$ cat config.mk
export PLATFORM = sky130hd
export DESIGN_NAME = fetch_ctrl
export DESIGN_NICKNAME = d
export VERILOG_FILES = /design/src/rtl/fetch_ctrl.sv
export SDC_FILE = /design/constraint.sdc
export NUM_CORES = 1
export LEC_CHECK = 0
export ABC_AREA = 1
export CAP_MARGIN = 20
export CORE_AREA = 4 4 87 89
export DETAILED_ROUTE_END_ITERATION = 10
export DIE_AREA = 0 0 91 93
export PLACE_DENSITY_LB_ADDON = 0.3
export SLEW_MARGIN = 20
export SYNTH_ARGS = -nofsm -noshare
export SYNTH_HDL_FRONTEND = slang
export SYNTH_SLANG_ARGS = --single-unit
export TNS_END_PERCENT = 50
$ cat constraint.sdc
create_clock -name clk -period 1.7 [get_ports clk]
set_clock_uncertainty 0.15 [all_clocks]
set_input_delay 0.255 -clock clk [delete_from_list [all_inputs] [get_ports clk]]
set_output_delay 0.255 -clock clk [all_outputs]
set_load 0.03 [all_outputs]
$ cat src/rtl/fetch_ctrl.sv
// Multi-cycle fetch/decode/execute/writeback sequencer.
// Owns the PC, drives the instruction-memory strobes and holds the instruction register.
module fetch_ctrl #(
    parameter int                   DataSize = 32,
    parameter int                   MemSize  = 10,
    parameter logic [DataSize-1:0]  NOP_WORD = 32'h6400_0009
) (
    input  logic                clk,
    input  logic                reset,
    input  logic [DataSize-1:0] instruction,
    input  logic                stall,
    input  logic                halt,
    output logic [MemSize-1:0]  PC,
    output logic                IM_read,
    output logic                IM_write,
    output logic                IM_enable,
    output logic [DataSize-1:0] ir,
    output logic                decode_en,
    output logic                exec_en,
    output logic                wb_en,
    output logic                halted,
    output logic [15:0]         instr_cnt
);

    typedef enum logic [2:0] {
        S_IDLE,
        S_FETCH,
        S_DECODE,
        S_EXECUTE,
        S_WRITEBACK,
        S_HALT
    } state_t;

    state_t state;
    state_t next_state;

    always_ff @(posedge clk or negedge reset) begin
        if (!reset) begin
            state <= S_IDLE;
        end else begin
            state <= next_state;
        end
    end

    // Every output is a decode of the state register (plus ir), so no input reaches an output combinationally.
    always_comb begin
        next_state = state;
        IM_read    = 1'b0;
        IM_enable  = 1'b0;
        decode_en  = 1'b0;
        exec_en    = 1'b0;
        wb_en      = 1'b0;
        halted     = 1'b0;
        case (state)
            S_IDLE: begin
                next_state = S_FETCH;
            end
            S_FETCH: begin
                IM_read    = 1'b1;
                IM_enable  = 1'b1;
                next_state = S_DECODE;
            end
            S_DECODE: begin
                decode_en  = 1'b1;
                next_state = S_EXECUTE;
            end
            S_EXECUTE: begin
                exec_en = 1'b1;
                if (!stall) begin
                    next_state = S_WRITEBACK;
                end
            end
            S_WRITEBACK: begin
                wb_en      = (ir != NOP_WORD);
                next_state = halt ? S_HALT : S_FETCH;
            end
            S_HALT: begin
                halted = 1'b1;
            end
            default: begin
                next_state = S_IDLE;
            end
        endcase
    end

    assign IM_write = 1'b0;

    // The IM word is valid during DECODE; PC and the retire count advance only as WRITEBACK closes.
    always_ff @(posedge clk or negedge reset) begin
        if (!reset) begin
            PC        <= '0;
            ir        <= '0;
            instr_cnt <= '0;
        end else begin
            if (state == S_DECODE) begin
                ir <= instruction;
            end
            if (state == S_WRITEBACK) begin
                PC        <= PC + MemSize'(1);
                instr_cnt <= instr_cnt + 16'd1;
            end
        end
    end

endmodule

* Word level (Yosys, flattened, before mapping)
Index checks and enable logic that the tools add are counted. W data, S select, Z words.
Word-level totals: output and inout bits 65, word-level logic and storage cells 24, register bits 61
Cells by class: $add $sub $neg 2, reductions and logical operators 2, equality and inequality tests 7, mux-type cells 8, bitwise operators 1
Operators by type and width (number):
- $ne A32 B31 Y1 const B | 1
- $pmux W3 S6 | 1
- $add A16 B1 Y16 const B | 1
- $add A10 B1 Y10 const B | 1
- $eq A3 B2 Y1 const B | 2
- $eq A3 B3 Y1 const B | 2
- $mux W3 | 2
- $mux W1 | 5
- $eq A3 B1 Y1 const B | 1
- $logic_not A3 Y1 | 1
- $ne A2 B2 Y1 const B | 1
- $reduce_and A2 Y1 | 1
- $not A1 Y1 | 1

* Longest topological paths before layout
Gate-level depths: netlist of the first run.
depth after elaboration 3, gate-level depth with buffers 8, gate-level depth less buffers 8

* Least setup slack after synthesis of the first run
Ideal clock, no wire load.
kind register to output, start point reg state[2], end point out IM_read, cell stages (with the launch flop) 3, data arrival time 1.538 ns, path buffers 1, path slack -0.243 ns, cells stage by stage dfrtp_1 > nor3_1 > buf_4
On the way: cells in the longest elaborated chain, start to end 2
Ends and longest elaborated chain:
- from (decl) | RTL line 34 | state_t state;
- from (signal assigned) | RTL line 41 | state <= next_state;
- $eq A3 B1 Y1
- $mux W1
- to (decl) | RTL line 14 | output logic IM_read,
No other way between the ends.

* Final worst setup path of the first run
start point reg ir[24], end point out wb_en
On the way: cells in the longest elaborated chain, start to end 2
Ends and longest elaborated chain:
- from (decl) | RTL line 17 | output logic [DataSize-1:0] ir,
- from (signal assigned) | RTL line 96 | ir <= instruction;
- $ne A32 B31 Y1 | RTL line 74 | wb_en = (ir != NOP_WORD);
- $mux W1 | RTL line 54 | case (state)
- to (decl) | RTL line 20 | output logic wb_en,
No other way between the ends.

==> results of run 1 <==
-- final timing paths --
kind,cells after the start,start,endpoint,slack (ns)
max in group asynchronous,3,reset,state[2],0.80
worst max-delay path,7,ir[24],wb_en,-0.14
worst max register to register,9,state[0],PC[6],0.10
worst min register to register,2,ir[13],ir[13],0.35
min in group clk,3,instruction[10],ir[10],0.31
worst min-delay path,3,reset,PC[6],0.31
-- logic make-up after synthesis --
group | after synthesis | share of synthesized area
adders and majority gates | 2 | 0.00880
other | 1 | 0.00132
xor gates and xnor gates | 15 | 0.0462
buffers and inverters | 39 | 0.0585
AOI/OAI and AO/OA | 4 | 0.00704
and+or+nand+nor | 230 | 0.341
DFF | 61 | 0.537
-- worst register-to-register path: stages (launching register included) --
cell and delay, ns:
dfrtp_2 0.46, inv_4 0.10, buf_4 0.11, nand2_1 0.07, nor2_4 0.19, nand2_2 0.11, nor2_2 0.14, nand2_1 0.07
nand2_1 0.05, nand2_1 0.04
-- cell type report --
class	instances	area (um2)
Tap cell	80	100
Multi-Input combinational cell	252	1190
Timing Repair Buffer	110	1010
Sequential cell	61	1530
Clock buffer	10	138
Fill cell	626	2610
Inverter	30	115
Clock inverter	5	75.1
-- power groups by stage --
stage	logic [mW]	clock network [mW]	registers, mW
final	3.21	1.39	2.43
after global routing	3.52	1.48	2.52
after CTS	3.10	1.43	2.42
after detailed placement	3.39	0	2.45
after global placement	3.32	0	2.42
after floorplan	1.15	0	3.25
-- through the flow --
step	setup WS [ns]	instances	TNS, ns
2_1_floorplan	0.0483	352	0
3_3_place_gp	0.175	526	0
3_5_place_dp	0.140	526	0
4_1_cts	-0.194	542	-0.376
5_1_grt	-0.285	548	-0.482
6_report	-0.143	548	-0.143
-- state kept, by name (all words and copies together), names as in the netlist --
name       cells
ir            32
instr_cnt     16
PC            10
state          3
-- metal layers --
| metal | up-vias | track usage | part of all wire |
|---|---|---|---|
| li1 | 1300 | - | - |
| met1 | 1193 | 0.203 | 0.43 |
| met2 | 73 | 0.294 | 0.49 |
| met3 | 14 | 0.0547 | 0.067 |
| met4 | 0 | 0.0779 | 0.021 |
| met5 | - | 0 | 0 |
-- cells in the final DEF (no fill, tap or decap) --
cell type	netlist	final
nand4_1	6	6
xor2_1	7	7
clkbuf_8	0	10
buf_12	0	1
nor3_1	5	4
nor2_1	30	27
nor2_4	1	1
nor3_4	1	2
nand3_4	0	1
o21ai_1	2	2
nand3_2	2	3
nand3b_1	3	3
dlygate4sd3_1	0	1
inv_2	4	3
xnor2_1	8	8
inv_4	0	1
buf_6	1	3
buf_4	2	12
dfrtp_1	61	59
nor2_2	5	8
nand2_2	1	1
nand3_1	16	14
conb_1	1	1
nor3_2	1	1
ha_1	2	2
o21ai_0	2	2
buf_2	4	1
nand2_1	159	159
clkinv_2	0	3
inv_1	26	26
bufinv_16	0	2
clkdlybuf4s50_1	0	34
dlygate4sd2_1	0	58
dfrtp_2	0	2
-- repair_timing --
item                                   CTS  global route
hold buffers                             1             0
setup endpoints to repair               62             9
resized for setup                       60            11
endpoints found under the hold margin   61             0
pin swaps                                1             5
setup buffers                            0             6
==> flow_summary.toml, run 1 <==
[timing]
hold_viol = 0
report.final.setup_viol = 1
tightest_slew_ns = 0.508
fmax_mhz = 543
timing.final.crit_period_ns = 1.84
final_max_slew_viol_count = 0
worst_slack_ns = -0.143
timing.hold.ws_ns = 0.306
fin_crit_sh = 1.08
slew_headroom = 0.661
rsz0062_at_grt = "true"

[global_routing]
antenna_found_initial = 0
first_global_vias = 2601
grt_max_degree = 62
grt_overflow = 0
track_usage = 0.174
grt_pass1_wl_um = 11800

[routing]
drt_iter0_markers = 81
routed_wl_um = 6880
drt_first_pass_iters = 4
drt.antenna.violating_nets = 0
vias = 2580
vias_per_cell = 4.71
drc = 0
wire_per_inst_um = 12.6

[die]
die-area_um2 = 8460
die_y_um = 93
placementRows = 30
core_um2 = 6760
start_util = 0.421
die_x_um = 91
ios = 101

[run_status]
violations = "setup timing"
outcome = "complete, but fails checks"

[clock_network]
clk_pin_slew_ns = 0.06
cts_max_path_buffers = 2
clk_latency_ns = 0.33
clock_sinks = 61
htreeDepth = 3
cts_tree = "done"
cts_root_buffer = "clkbuf_8"
cts_buffers = 9

[power_and_ir_drop]
power.density_nw_per_um2 = 1700
p_leak_nw = 2.25
p_comb_frac = 0.456
ir_worst_vdd_mv = 1.03
seqPwrFrac = 0.346
p_int_mw = 3.93
power_switching_share = 0.442
clkPwrFrac = 0.198
p_switching_mw = 3.11
totalPowerFinal_mw = 7.04

[logic_synthesis]
ys_seq_area_frac = 0.537
yosys_warnings = 0
syn_area_um2 = 2840
post-synth-top-count-cell = "nand2_1"
syn_area_per_cell_um2 = 8.08
synth_nets = 390
synthTopCellsByArea = "dfrtp_1 54%, nand2_1 21%, nor2_1 4.0%"
async_flop_share = 1.00
yosysTopAreaCell = "dfrtp_1"
ys_ff_latch = 61
synth_commonest_cells = "159 x nand2_1, 61 x dfrtp_1, 30 x nor2_1, 26 x inv_1, 16 x nand3_1"
synth_top_area_frac = 0.537
synthFlopType = "dfrtp_1"
syn_inst = 352
synth-edff-count = 0
ys_types = 25

[placed_design]
dpl_cell_area_um2 = 3910
place_congestion = 0.784
port_buffers = 99
dpl.hpwl_um = 5050

[worst_setup_path]
path_class = "register to output pin"
cp_slowest_stage_delay_ns = 0.39
start_kind = "register"
crit_slowest_cell = "dfrtp_1"
end_kind = "output pin"
cp.arrival_ns = 1.44
cp.required_ns = 1.29
crit_chain = "nor2_2, nand3_2, nor2_2, nand2_1, nor2_1, nor2_1, buf_4"
crit_buf_inv = 1
critical-path-top-delay-family = "simple AND/OR/NAND/NOR gates"
cp_max_fo = 2

[cells_and_area]
utilization = 0.614
n_antenna_cell = 0
area_delta_synth_final_pct = 46.0
drive_gt1_frac = 0.118
fin_nets = 502
final_area_um2 = 4150

[run]
max-cap-violations = 0

[min_path]
hold_class = "primary input to asynchronous set/reset pin"
Note: power is estimated with default switching activity, not from simulation.
==> inputs of run 2 (changes only) <==
TNS_END_PERCENT = unset   (was 50)
==> flow_summary.toml, run 2 (synthesis gave the netlist of run 1 again) <==
[min_path]
hold_class = "primary input to asynchronous set/reset pin"

[clock_network]
clk_pin_slew_ns = 0.06
htreeDepth = 3
cts_max_path_buffers = 2
clk_latency_ns = 0.33
cts_tree = "done"
cts_root_buffer = "clkbuf_8"
clock_sinks = 61
cts_buffers = 9

[placed_design]
dpl_cell_area_um2 = 3910
place_congestion = 0.784
dpl.hpwl_um = 5050
port_buffers = 99
pre_cts_slack_ns = 0.140

[timing]
setup_tns_ns = -0.145
fin_crit_sh = 1.09
timing.hold.ws_ns = 0.305
hold_viol = 0
fmax_mhz = 542
report.final.setup_viol = 1
final_max_slew_viol_count = 0
rsz0062_at_grt = "true"
worst_slack_ns = -0.145
timing.final.crit_period_ns = 1.85

[worst_setup_path]
start_kind = "register"
reg2reg_from = "state[1]"
crit_slowest_cell = "dfrtp_1"
worst_r2r_path_depth = 9
cp.required_ns = 1.29
r2r_slack_ns = 0.13
crit_chain = "nor2_2, nand3_2, nor2_2, nand2_1, nor2_1, nor2_1, buf_4"
cp.arrival_ns = 1.44
end_kind = "output pin"
path_class = "register to output pin"
cp_max_fo = 2
r2r-end = "PC[6]"
cp_slowest_stage_delay_ns = 0.39

[cells_and_area]
n_antenna_cell = 0
largest_register_ffs = 32
largestRegisters = "ir x32, instr_cnt x16, PC x10"
fin_nets = 502
final_area_um2 = 4160
utilization = 0.616
area_delta_synth_final_pct = 46.3
regMostFlops = "ir"
final_common_cell = "nand2_1"
drive_gt1_frac = 0.120
final_cell_mix = "159 x nand2_1, 59 x dfrtp_1, 58 x dlygate4sd2_1"

[die]
core_um2 = 6760
ios = 101
die-area_um2 = 8460
die_y_um = 93
placementRows = 30
start_util = 0.421
die_x_um = 91

[global_routing]
track_usage = 0.174
grt_max_degree = 62
first_global_vias = 2606
grt_overflow = 0
grt_pass1_wl_um = 11800
antenna_found_initial = 0

[routing]
routed_wl_um = 6900
vias = 2586
drt_iter0_markers = 77
drt.antenna.violating_nets = 0
wire_per_inst_um = 12.6
drt_first_pass_iters = 4
vias_per_cell = 4.72
drc = 0

[run_status]
outcome = "complete, but fails checks"
violations = "setup timing"

[power_and_ir_drop]
ir_worst_vdd_mv = 1.03
p_leak_nw = 2.25
power.density_nw_per_um2 = 1700

[run]
max-cap-violations = 0
==> run 2: per-stage QoR <==
step / std cells / power (mW)
after floorplan: 352 / 4.40
after global placement: 526 / 5.74
after detailed placement: 526 / 5.83
after CTS: 543 / 6.98
after global routing: 548 / 7.54
final: 548 / 7.07
==> run 2: cell type report <==
type | instances | area [um2]
Fill cell | 622 | 2600
Inverter | 30 | 118
Multi-Input combinational cell | 252 | 1190
Clock inverter | 5 | 75.1
Sequential cell | 61 | 1530
Clock buffer | 10 | 138
Tap cell | 80 | 100
Timing Repair Buffer | 110 | 1010
==> run 2: power breakdown <==
group	internal [mW]	leakage (nW)	switching (mW)	total, mW
clock	0.849	0.112	0.547	1.40
combinational	1.13	1.35	2.11	3.24
sequential	1.96	0.783	0.475	2.43
total	3.94	2.25	3.13	7.07
==> run 2: worst max-delay path by stage <==
stage | to | depth (start not counted) | slack (ns) | startpoint
3_5_place_dp | PC[7] | 6 | 0.14 | state[1]
5_1_grt | wb_en | 7 | -0.29 | ir[9]
3_3_place_gp | wb_en | 7 | 0.18 | ir[15]
4_1_cts | wb_en | 7 | -0.19 | ir[28]
2_1_floorplan | wb_en | 4 | 0.05 | state[1]
6_report | wb_en | 7 | -0.15 | ir[24]
==> run 2: repair_timing <==
| action | in CTS | in global routing |
|---|---|---|
| cloned | 0 | 0 |
| setup buffers | 1 | 5 |
| endpoints found under the hold margin | 61 | 0 |
| resized for setup | 62 | 14 |
| endpoints found under the setup margin | 62 | 34 |
| pin swaps | 1 | 5 |
| hold buffers | 1 | 0 |
==> run 2: routing by layer <==
layer  wire length, um  up-vias  share of wire  GRT usage
met1              2910     1190           0.42      0.203
met3               502       14          0.073     0.0547
met5                 0        -              0          0
met2              3350       79           0.49      0.295
li1                  -     1303              -          -
met4               142        0          0.021     0.0779
==> run 2: critical path, delay by kind of cell, from the launching register on <==
family	cells	cell delay [ns]
AND/OR/NAND/NOR	6	0.54
flip-flops	1	0.39
buffers and inverters	1	0.17
